--- src/rtl/arm_pkg.sv ---
// Shared Q16.16 constants, sequencer state encoding and wait helper
// for the pick-and-place sequencer.
package arm_pkg;

  localparam int Q_W = 32;
  localparam logic [Q_W-1:0] Q_HALF = 32'h0000_8000;

  typedef enum logic [3:0] {
    S_IDLE         = 4'd0,
    S_HOME         = 4'd1,
    S_MOVE_PICK    = 4'd2,
    S_SETTLE_PICK  = 4'd3,
    S_GRIP         = 4'd4,
    S_MOVE_PLACE   = 4'd5,
    S_SETTLE_PLACE = 4'd6,
    S_RELEASE      = 4'd7,
    S_RETURN       = 4'd8,
    S_DONE         = 4'd9
  } state_t;

  // A limit of 0 still leaves on the first tick.
  function automatic logic wait_done(
    input logic        tick,
    input logic [31:0] cnt,
    input logic [31:0] lim
  );
    return tick && ((cnt + 32'd1) >= lim);
  endfunction

endpackage

--- src/rtl/arm_pick_seq_axis_ramp.sv ---
// Single-axis Q16.16 target stepper.
// ARM_PICK_SEQ_RAMP_EN selects bounded stepping; otherwise jump.
module axis_ramp
  import arm_pkg::*;
#(
  parameter logic [Q_W-1:0] STEP = Q_HALF
) (
  input  logic           i_tick,
  input  logic [Q_W-1:0] i_cur,
  input  logic [Q_W-1:0] i_tgt,
  output logic [Q_W-1:0] o_next,
  output logic           o_at_target
);

`ifdef ARM_PICK_SEQ_RAMP_EN
  logic [Q_W:0]   w_d;
  logic [Q_W:0]   w_mag;
  logic [Q_W-1:0] w_step;

  // 33-bit difference cannot overflow; msb is the sign.
  assign w_d   = {i_tgt[Q_W-1], i_tgt}
               - {i_cur[Q_W-1], i_cur};
  assign w_mag = w_d[Q_W] ? (~w_d + 33'd1) : w_d;

  assign w_step =
    (w_mag <= {1'b0, STEP}) ? i_tgt :
    (w_d[Q_W] ? (i_cur - STEP)
              : (i_cur + STEP));

  assign o_next = i_tick ? w_step : i_cur;
`else
  logic w_unused_step;

  assign w_unused_step = ^STEP;
  assign o_next = i_tick ? i_tgt : i_cur;
`endif

  assign o_at_target = (o_next == i_tgt);

endmodule

--- src/rtl/arm_pick_seq.sv ---
// Pick -> place -> home sequencer driving the arm model target.
// ARM_PICK_SEQ_RAMP_EN (in axis_ramp) enables stepped motion.
module arm_pick_seq
  import arm_pkg::*;
#(
  parameter int unsigned     TICK_DIV     = 500_000,
  parameter logic [Q_W-1:0]  STEP         = Q_HALF,
  parameter int unsigned     SETTLE_TICKS = 50,
  parameter int unsigned     GRIP_TICKS   = 30,
  parameter logic [Q_W-1:0]  HOME_X       = 32'h0000_0000,
  parameter logic [Q_W-1:0]  HOME_Y       = 32'h0019_0000,
  parameter logic [Q_W-1:0]  HOME_XITA1   = 32'h005A_0000,
  parameter logic [Q_W-1:0]  HOME_XITA2   = 32'h005A_0000
) (
  input  logic           clk,
  input  logic           rst,
  input  logic           start,
  input  logic [Q_W-1:0] pick_x,
  input  logic [Q_W-1:0] pick_y,
  input  logic [Q_W-1:0] place_x,
  input  logic [Q_W-1:0] place_y,
  output logic [Q_W-1:0] x,
  output logic [Q_W-1:0] y,
  output logic           en1,
  output logic           en2,
  output logic [Q_W-1:0] set_xita1,
  output logic [Q_W-1:0] set_xita2,
  output logic           catch,
  output logic           busy,
  output logic           done
);

  localparam logic [31:0] L_TICK   = 32'(TICK_DIV - 1);
  localparam logic [31:0] L_SETTLE = 32'(SETTLE_TICKS);
  localparam logic [31:0] L_GRIP   = 32'(GRIP_TICKS);

  state_t         r_state, w_nstate;
  logic [31:0]    r_tick_cnt, r_wait, w_nwait;
  logic [Q_W-1:0] r_x, r_y, w_nx, w_ny;
  logic [Q_W-1:0] r_px, r_py, r_qx, r_qy;
  logic [Q_W-1:0] w_tx, w_ty, w_rx, w_ry;
  logic           w_tick, w_accept;
  logic           w_xat, w_yat;
  logic           r_en1, r_en2, r_catch;
  logic           r_busy, r_done;

  assign w_tick = (r_tick_cnt == L_TICK);

  always_ff @(posedge clk) begin
    if (rst)         r_tick_cnt <= '0;
    else if (w_tick) r_tick_cnt <= '0;
    else             r_tick_cnt <= r_tick_cnt + 32'd1;
  end

  assign w_tx = (r_state == S_MOVE_PLACE) ? r_qx : r_px;
  assign w_ty = (r_state == S_MOVE_PLACE) ? r_qy : r_py;

  axis_ramp #(.STEP(STEP)) u_ramp_x (
    .i_tick      (w_tick),
    .i_cur       (r_x),
    .i_tgt       (w_tx),
    .o_next      (w_rx),
    .o_at_target (w_xat)
  );

  axis_ramp #(.STEP(STEP)) u_ramp_y (
    .i_tick      (w_tick),
    .i_cur       (r_y),
    .i_tgt       (w_ty),
    .o_next      (w_ry),
    .o_at_target (w_yat)
  );

  always_comb begin
    w_nstate = r_state;
    w_nx     = r_x;
    w_ny     = r_y;
    w_accept = 1'b0;
    unique case (r_state)
      S_IDLE: if (start) begin
        w_accept = 1'b1;
        w_nx     = HOME_X;
        w_ny     = HOME_Y;
        w_nstate = S_HOME;
      end
      S_HOME:
        if (wait_done(w_tick, r_wait, L_SETTLE))
          w_nstate = S_MOVE_PICK;
      S_MOVE_PICK: if (w_tick) begin
        w_nx = w_rx;
        w_ny = w_ry;
        if (w_xat && w_yat) w_nstate = S_SETTLE_PICK;
      end
      S_SETTLE_PICK:
        if (wait_done(w_tick, r_wait, L_SETTLE))
          w_nstate = S_GRIP;
      S_GRIP:
        if (wait_done(w_tick, r_wait, L_GRIP))
          w_nstate = S_MOVE_PLACE;
      S_MOVE_PLACE: if (w_tick) begin
        w_nx = w_rx;
        w_ny = w_ry;
        if (w_xat && w_yat) w_nstate = S_SETTLE_PLACE;
      end
      S_SETTLE_PLACE:
        if (wait_done(w_tick, r_wait, L_SETTLE))
          w_nstate = S_RELEASE;
      S_RELEASE:
        if (wait_done(w_tick, r_wait, L_GRIP)) begin
          w_nstate = S_RETURN;
          w_nx     = HOME_X;
          w_ny     = HOME_Y;
        end
      S_RETURN:
        if (wait_done(w_tick, r_wait, L_SETTLE))
          w_nstate = S_DONE;
      S_DONE:  w_nstate = S_IDLE;
      default: w_nstate = S_IDLE;
    endcase
    // Wait counter restarts on every state entry.
    if (w_nstate != r_state || r_state == S_IDLE)
      w_nwait = '0;
    else if (w_tick)
      w_nwait = r_wait + 32'd1;
    else
      w_nwait = r_wait;
  end

  always_ff @(posedge clk) begin
    if (rst) begin
      r_state <= S_IDLE;
      r_wait  <= '0;
      r_x     <= HOME_X;
      r_y     <= HOME_Y;
      r_en1   <= 1'b0;
      r_en2   <= 1'b0;
      r_catch <= 1'b0;
      r_busy  <= 1'b0;
      r_done  <= 1'b0;
    end else begin
      r_state <= w_nstate;
      r_wait  <= w_nwait;
      r_x     <= w_nx;
      r_y     <= w_ny;
      r_en1   <= w_nstate inside {S_MOVE_PICK,
                 S_SETTLE_PICK, S_GRIP, S_MOVE_PLACE,
                 S_SETTLE_PLACE, S_RELEASE};
      r_en2   <= w_nstate inside {S_HOME, S_RETURN};
      r_catch <= w_nstate inside {S_GRIP,
                 S_MOVE_PLACE, S_SETTLE_PLACE};
      r_busy  <= (w_nstate != S_IDLE);
      r_done  <= (w_nstate == S_DONE);
    end
  end

  always_ff @(posedge clk) begin
    if (rst) begin
      r_px <= '0;
      r_py <= '0;
      r_qx <= '0;
      r_qy <= '0;
    end else if (w_accept) begin
      r_px <= pick_x;
      r_py <= pick_y;
      r_qx <= place_x;
      r_qy <= place_y;
    end
  end

  assign x         = r_x;
  assign y         = r_y;
  assign en1       = r_en1;
  assign en2       = r_en2;
  assign catch     = r_catch;
  assign busy      = r_busy;
  assign done      = r_done;
  assign set_xita1 = HOME_XITA1;
  assign set_xita2 = HOME_XITA2;

endmodule

--- config.mk ---
export PLATFORM = sky130hd
export DESIGN_NAME = arm_pick_seq
export DESIGN_NICKNAME = d
export VERILOG_FILES = /design/src/rtl/arm_pkg.sv /design/src/rtl/arm_pick_seq_axis_ramp.sv /design/src/rtl/arm_pick_seq.sv
export SDC_FILE = /design/constraint.sdc
export NUM_CORES = 1
export LEC_CHECK = 0
export CORE_MARGIN = 2
export CORE_UTILIZATION = 50
export CTS_CLUSTER_SIZE = 10
export DETAILED_ROUTE_END_ITERATION = 6
export PLACE_DENSITY = 0.79
export REMOVE_ABC_BUFFERS = 1
export SLEW_MARGIN = 20
export SYNTH_ARGS = -nofsm -noshare
export SYNTH_HDL_FRONTEND = slang
export SYNTH_SLANG_ARGS = --single-unit
--- constraint.sdc ---
create_clock -name clk -period 10.8 [get_ports clk]
set_input_delay 2.16 -clock clk [delete_from_list [all_inputs] [get_ports clk]]
set_output_delay 2.16 -clock clk [all_outputs]
set_load 0.02 [all_outputs]
Yosys cells after proc, flatten, opt, wreduce, memory -nomap -nowiden
Cells that the tools add are included.
{"block": "classes", "addsub": 2, "order_cmp": 2, "eq_ne": 24, "muxes": 26, "reduce_logical": 14}
{"cell": "2-to-1 mux 32 bit", "count": 10}
{"cell": "case mux 32 bit (3 select lines)", "count": 2}
{"cell": "adder 32 x 1 -> 32 bit, second input constant", "count": 2}
{"cell": "equality test 32 bit", "count": 2}
{"cell": "2-to-1 mux 4 bit", "count": 11}
{"cell": "case mux 4 bit (9 select lines)", "count": 1}
{"cell": "equality test 32 x 19 -> 1 bit, second input constant", "count": 1}
{"cell": "equality test 4 x 3 -> 1 bit, second input constant", "count": 8}
{"cell": ">= comparator 32 x 5 -> 1 bit, second input constant", "count": 1}
{"cell": ">= comparator 32 x 6 -> 1 bit, second input constant", "count": 1}
{"cell": "equality test 4 x 2 -> 1 bit, second input constant", "count": 4}
{"cell": "equality test 4 bit, second input constant", "count": 3}
{"cell": "equality test 4 x 1 -> 1 bit, second input constant", "count": 2}
{"cell": "nonzero test 3 bit", "count": 2}
{"cell": "nonzero test 6 bit", "count": 1}
{"cell": "OR reduction 2 bit", "count": 3}
{"cell": "logical NOT 4 bit", "count": 1}
{"cell": "inequality test 2 bit, second input constant", "count": 2}
{"cell": "inequality test 4 bit", "count": 1}
{"cell": "AND reduction 4 bit", "count": 1}
{"cell": "nonzero test 4 bit", "count": 1}
{"cell": "logical AND 1 bit", "count": 3}
{"cell": "2-to-1 mux 1 bit", "count": 2}
{"cell": "inequality test 2 x 1 -> 1 bit, second input constant", "count": 1}
{"cell": "other kinds (2)", "count": 2}
{"block": "word_totals", "regBits": 265, "in_bits": 131, "out_inout_bits": 133, "elab_cells": 82}

Longest topological paths before layout
Gate-level depths: netlist of the first run.
{"block": "logic_depth", "depth_word": 11, "mapped_depth": 13, "depth_no_buf": 11}

Hierarchy
From an unflattened synthesis of the first run, not the netlist that was laid out.
{"block": "hier_totals", "hier_cells": 1622, "area_unflattened_um2": 13594.3}
{"mod": "arm_pick_seq", "instances": 1, "cells_each": 1452, "area_each_um2": 12115.4, "seq_area_each_um2": 5305.1}
{"mod": "axis_ramp", "instances": 2, "cells_each": 85, "area_each_um2": 739.5, "seq_area_each_um2": 0.0}

Worst setup path before layout of the first run
Ideal clock, no wire load.
{"block": "synth_timing", "path_kind": "input -> register", "startpoint": "input start", "endpoint": "register r_wait[10]", "setup_time_ps": 79, "arrival_ps": 3493, "required_time_ps": 10721, "setup_slack_ps": 7227, "stages": 9, "n_path_buf": 2, "cell_sequence": "nor3b_1 a21oi_1 nor3_1 a31oi_1 a221oi_2 or3_1 buf_6 buf_12 a211oi_2"}
{"block": "synth_between", "elab_chain_len": 5}
{"item": "start: declaration", "line_no": "arm_pick_seq.sv:17", "source": "input logic start,"}
{"item": "2-to-1 mux 4 bit", "line_no": "arm_pick_seq.sv:80", "source": "S_IDLE: if (start) begin"}
{"item": "case mux 4 bit (9 select lines)", "line_no": "arm_pick_seq.sv:79", "source": "unique case (r_state)"}
{"item": "inequality test 4 bit", "line_no": "arm_pick_seq.sv:121", "source": "if (w_nstate != r_state || r_state == S_IDLE)"}
{"item": "logical OR 1 bit", "line_no": "arm_pick_seq.sv:121"}
{"item": "OR reduction 2 bit (no line)"}
{"item": "end signal: assignment", "line_no": "arm_pick_seq.sv:142", "source": "r_wait <= w_nwait;"}
{"item": "end: declaration", "line_no": "arm_pick_seq.sv:38", "source": "logic [31:0] r_tick_cnt, r_wait, w_nwait;"}
No other way between the ends.
A chain may end at the register's enable or synchronous reset.

Worst setup path after layout of the first run
{"block": "layout_timing", "startpoint": "register r_wait[0]", "endpoint": "register r_x[20], in the netlist x[20]"}
{"block": "layout_between", "elab_chain_len": 5}
{"item": "adder 32 x 1 -> 32 bit", "line_no": "arm_pkg.sv:27", "source": "return tick && ((cnt + 32'd1) >= lim);"}
{"item": ">= comparator 32 x 5 -> 1 bit", "line_no": "arm_pkg.sv:27"}
{"item": "logical AND 1 bit", "line_no": "arm_pkg.sv:27"}
{"item": "inequality test 2 bit (no line)"}
{"item": "AND reduction 4 bit (no line)"}
{"item": "end signal: assignment", "line_no": "arm_pick_seq.sv:143", "source": "r_x <= w_nx;"}
{"item": "end: declaration", "line_no": "arm_pick_seq.sv:39", "source": "logic [Q_W-1:0] r_x, r_y, w_nx, w_ny;"}
No other way between the ends.

==> flow_summary.json, run 1 <==
{
  "place_congestion": 0.8643,
  "fillers": 2118,
  "synth_edf_count": 0,
  "crit_arrival_ns": 4.84,
  "path_class": "flip-flop to flip-flop",
  "peakVddDrop_v": 0.0001308,
  "ys_seq_area_share_pct": 43.20,
  "synthesis.area_um2": 12280,
  "die_x_um": 160.7,
  "ys_ff_latch": 265,
  "fin_crit_ns": 4.379,
  "post-route-period-util_pct": 40.54,
  "ys_warn_count": 0,
  "syn_avg_cell_area_um2": 8.575,
  "synth_top_family_by_area": "simple AND/OR/NAND/NOR gates",
  "outcome": "complete, no violations",
  "detail_route.wl_per_cell_um": 15.87,
  "synth_top_area_share_pct": 43.20,
  "nets": 1700,
  "core_area_um2": 24250,
  "design.die.area_um2": 25830,
  "rows": 57,
  "cts_buffers": 30,
  "post_cts_buffers": 0,
  "rsz0062_at_grt": "false",
  "synthMuxAreaShare_pct": 6.216,
  "synth_area_leaders": "dfxtp_1, nand2_1, mux2_2",
  "cts.sinks": 265,
  "grt_pass1_vias": 9790,
  "synthSimpleGateAreaFrac_pct": 20.72,
  "finalSetupTns_ns": 0,
  "initial_core_util_pct": 50.64,
  "path_clk_slew_ns": 0.06,
  "hold_ws_ns": 0.4511,
  "worstMarginPinSlew_ns": 1.009,
  "htreeDepth": 1,
  "worst-path-max-fanout": 45,
  "cp-end-kind": "flip-flop",
  "wl_met1_um": 12410,
  "ys_top_cells_by_count": "nand2_1, dfxtp_1, a21oi_1",
  "synth-xor-area-share_pct": 5.278,
  "wl_um": 30030,
  "drv_cap": 0,
  "leakagePower_uw": 0.005395,
  "async_reset_ff_share_pct": 0,
  "placed_area_um2": 14050,
  "fmax_mhz": 228.4,
  "grt_overflow": 0,
  "utilization_pct": 61.28,
  "grt_pass1_wl_um": 48310,
  "yosysMostFrequentCell": "nand2_1",
  "grt.total_usage_pct": 22.34,
  "first_iter_violations": 785,
  "first_pass_iters": 5,
  "cts_root_buf": "clkbuf_16",
  "cts_tree": "built",
  "dp.final_hpwl_um": 19080,
  "met2_length_um": 14380,
  "synth_compound_area_share_pct": 15.66,
  "cts_resized": 0,
  "die_y_um": 160.7,
  "drive_above_1_share_pct": 10.84,
  "clk_latency_ns": 0.58,
  "fin_skew_ns": 0.04791,
  "power_density_nw_per_um2": 142.5,
  "synth_fa_ha_area_share_pct": 0.3872,
  "ys_types": 67,
  "dr_wl_met3_um": 2619,
  "hold_buffers": 0,
  "clockBufferDepth": 3,
  "slew-limit-headroom_pct": 32.71,
  "antenna_found_initial": 1,
  "hold_path.class": "flip-flop to flip-flop",
  "viasPerCell": 5.418,
  "diodes": 0,
  "antenna_left": 0,
  "portBuffers": 199,
  "setup_violations": 0,
  "syn_inst": 1432,
  "grt_max_degree": 98,
  "top_layer": "met4",
  "final-hold-violation-count": 0,
  "required_ns": 11.26,
  "dr_total_vias": 10250,
  "ys.flop_type": "dfxtp_1",
  "stdcell_area_um2": 14860,
  "drv_slew": 0,
  "ios": 264,
  "cp-start-kind": "flip-flop",
  "drc": 0,
  "synth_area_leader_cell": "dfxtp_1",
  "syn_to_final_growth_pct": 21.02
}
-- metal layers --
metal,GRT usage (%),vias to the layer above
li1,-,5039
met1,26.97,4858
met2,38.30,308
met3,7.696,45
met4,5.560,0
met5,0,-
-- cell usage in the layout (no fill, tap or decap), types with 30 or more instances in the layout --
cell and n:
nand2_1 289, dfxtp_1 265, clkdlybuf4s50_1 198, a21oi_1 133, nor2_1 120, conb_1 64, mux2_2 62, a22oi_1 61
xor2_1 44, nand3_1 31, xnor2_1 30, a211oi_2 30, clkbuf_16 30
-- state kept, by name, summed over array words and instances, names as in the netlist --
signal / count
r_px: 32
r_py: 32
r_qx: 32
r_qy: 32
r_tick_cnt: 32
r_wait: 32
x: 32
y: 32
r_state: 4
busy: 1
catch: 1
done: 1
en1: 1
en2: 1
-- through the flow --
stage,std cells,power [uW],worst slack (ns)
2_1_floorplan,1323,1162,2.474
3_3_place_gp,1858,1251,6.277
3_5_place_dp,1858,1257,6.252
4_1_cts,1892,2133,6.488
5_1_grt,1892,2193,6.122
6_report,1892,2117,6.421
-- power breakdown --
group | switching (uW) | leakage, uW | total (uW) | internal [uW]
sequential | 17.5 | 0.00216 | 1030 | 1010
combinational | 125 | 0.00284 | 207 | 82.4
clock | 377 | 0.000397 | 880 | 503
-- worst paths after layout --
check	depth (start not counted)	from	slack [ns]	end
min reg2reg	2	r_qy[23]	0.45	r_qy[23]
min	2	r_qy[23]	0.45	r_qy[23]
max	11	r_wait[0]	6.42	x[20]
max reg2reg	11	r_wait[0]	6.42	x[20]
-- worst max-delay path: stages (launching register included) --
cell and delay (ns):
dfxtp_1 0.48, ha_1 0.31, nand3_1 0.37, nor4_4 0.64, o2111a_1 0.33, o211ai_2 0.11
nor4_4 0.42, a311oi_2 0.39, nor3_2 0.33, buf_4 0.55, a22oi_1 0.18, nor2_1 0.14
-- final cells by class --
type / instances / area, um^2 / area share (%)
sequential: 265 / 5305 / 35.70
inverter: 12 / 45.04 / 0.3031
tap: 324 / 405.4 / 2.728
timing repair buffer: 211 / 2083 / 14.02
multi-input combinational: 1046 / 6210 / 41.79
clock inverter: 1 / 30.03 / 0.2021
clock buffer: 33 / 782.0 / 5.262
-- cell families after synthesis --
kind of cell | count (synthesis)
simple gates | 557
compound gates | 279
flops | 265
buf+inv | 183
xor+xnor | 74
mux | 68
fa+ha+maj | 4
other cells | 2
No activity file was read; power rests on OpenSTA's default activity.
==> run 2, diff against run 1 <==
- CORE_UTILIZATION: 50 -> 46
- PLACE_DENSITY: 0.79 -> 0.76
- clock period: 10.8 -> 3.8 ns (I/O delays scaled with it)
==> run 2 against run 1 <==
  * The flow now finishes with violations (DRC)
  * Final area increased by 1.9%
  * Critical path depth unchanged
  * Count of clock-buffer cells in the layout increased by 3
  * First-iteration DRC count decreased by 9.0%
  * Register-to-register slack got worse by 6.2 ns
  * Routed wire length increased by 2.3%
  * Utilization decreased by 3.4 points
  * Maximum frequency increased by 22%
  * Final cell count increased by 1.8%
  * Critical endpoint is now r_wait[31]
  * Largest cell class unchanged
==> flow_summary.json, run 2 (synthesis gave the netlist of run 1 again) <==
{
  "cts_buffers": 31,
  "cts.sinks": 265,
  "path_class": "flip-flop to flip-flop",
  "fin_crit_ns": 3.588,
  "peakVddDrop_v": 0.0003451,
  "leakagePower_uw": 0.005544,
  "die_y_um": 167.4,
  "fin_skew_ns": 0.01801,
  "initial_core_util_pct": 46.99,
  "power_density_nw_per_um2": 405.3,
  "outcome": "finished, violations left",
  "final-hold-violation-count": 0,
  "crit_arrival_ns": 4.07,
  "max_stage_delay_ns": 0.62,
  "grt.total_usage_pct": 21.17,
  "clockBufferDepth": 3,
  "setup_violations": 0,
  "fin_cells": 1927,
  "slew-limit-headroom_pct": 31.90,
  "dp.cells": 1888,
  "fmax_mhz": 278.7,
  "place_congestion": 0.8476,
  "core_area_um2": 26130,
  "cp_slowest_cell": "or4_4",
  "first_iter_violations": 714,
  "clk_latency_ns": 0.57,
  "first_pass_iters": 7,
  "dp.final_hpwl_um": 20200,
  "grt_overflow": 0,
  "layout_commonest_cell": "nand2_1",
  "drv_slew": 0,
  "path_clk_slew_ns": 0.06,
  "syn_to_final_growth_pct": 23.29,
  "rsz0062_at_grt": "false",
  "hold_path.class": "flip-flop to flip-flop",
  "required_ns": 4.28,
  "drive_above_1_share_pct": 12.06,
  "post_cts_buffers": 0,
  "nets": 1720,
  "grt_pass1_vias": 9917,
  "cp-start-kind": "flip-flop",
  "design.die.area_um2": 28020,
  "rows": 59,
  "worst-path-max-fanout": 32,
  "cts_root_buf": "clkbuf_16",
  "cts_resized": 0,
  "hold_ws_ns": 0.4486,
  "crit_chain": "ha_1 -> nand3_1 -> or4_4 -> or3_2 -> o211ai_2 -> nor4_4 -> a31oi_1 -> mux2_4 -> or3_1 -> buf_12 -> a211oi_1",
  "worstMarginPinSlew_ns": 1.019,
  "cp-end-kind": "flip-flop",
  "cts_tree": "built",
  "detail_route.wl_per_cell_um": 15.94,
  "antenna_left": 0,
  "portBuffers": 199,
  "ios": 264,
  "grt_max_degree": 174,
  "violations": "DRC",
  "antenna_found_initial": 1,
  "finalSetupTns_ns": 0,
  "grt_pass1_wl_um": 49740,
  "dr_total_vias": 10350,
  "die_x_um": 167.4,
  "wl_um": 30720,
  "hold_buffers": 0,
  "viasPerCell": 5.369,
  "drv_cap": 0,
  "drc": 6,
  "post-route-period-util_pct": 94.43,
  "diodes": 0,
  "layout_common_cells": "nand2_1, dfxtp_1, clkdlybuf4s50_1, a21oi_1, nor2_1",
  "fillers": 2355,
  "htreeDepth": 1
}
## run 2: power by group
part / leakage (uW) / internal (uW) / total, uW / switching, uW
Combinational: 0.00297 / 256 / 614 / 358
Sequential: 0.00216 / 2880 / 2930 / 49.9
Clock: 0.000414 / 1490 / 2600 / 1110
Total: 0.00554 / 4620 / 6140 / 1520
## run 2: worst max-delay path, delay by kind of cell, from the launching register on
family | cells | cell delay [ns]
AOI/OAI and AO/OA | 3 | 0.56
adders and majority gates | 1 | 0.25
buffers and inverters | 1 | 0.21
DFF | 1 | 0.33
muxes | 1 | 0.35
and+or+nand+nor | 5 | 1.78
## run 2: path summary, 6_finish.rpt
path | start | end | slack [ns] | cells after the start
max | r_wait[0] | r_wait[31] | 0.21 | 11
max reg2reg | r_wait[0] | r_wait[31] | 0.21 | 11
min reg2reg | r_px[10] | r_px[10] | 0.45 | 2
min | r_px[10] | r_px[10] | 0.45 | 2
## run 2: cell type report
class	instances	area (um^2)	area share, %
clock buffers	36	814.5	5.380
clock inverters	3	32.53	0.2149
inverters	12	45.04	0.2975
multi-input cells	1046	6210	41.02
flip-flops and latches	265	5305	35.04
well taps	335	419.2	2.769
repair buffers	230	2313	15.28
## run 2: routing by layer
layer / GRT usage (%) / wire, um / part of all wire [%] / vias to the layer above
met5: 0 / 13 / 0.042 / -
met4: 5.066 / 582 / 1.9 / 2
met3: 7.351 / 2686 / 8.7 / 45
met2: 35.70 / 14500 / 47 / 303
met1: 26.03 / 12930 / 42 / 4908
li1: - / - / - / 5088
## run 2: through the flow
step / util (%) / total power [uW] / worst slack (ns) / cell area (um^2)
6_report: 57.93 / 6137 / 0.2115 / 15140
5_1_grt: 57.93 / 6374 / 0.02512 / 15140
4_1_cts: 57.93 / 6188 / 0.2132 / 15140
3_5_place_dp: 54.69 / 3598 / 0.2536 / 14290
3_3_place_gp: 54.69 / 3585 / 0.3556 / 14290
2_1_floorplan: - / 3301 / -4.527 / 11520
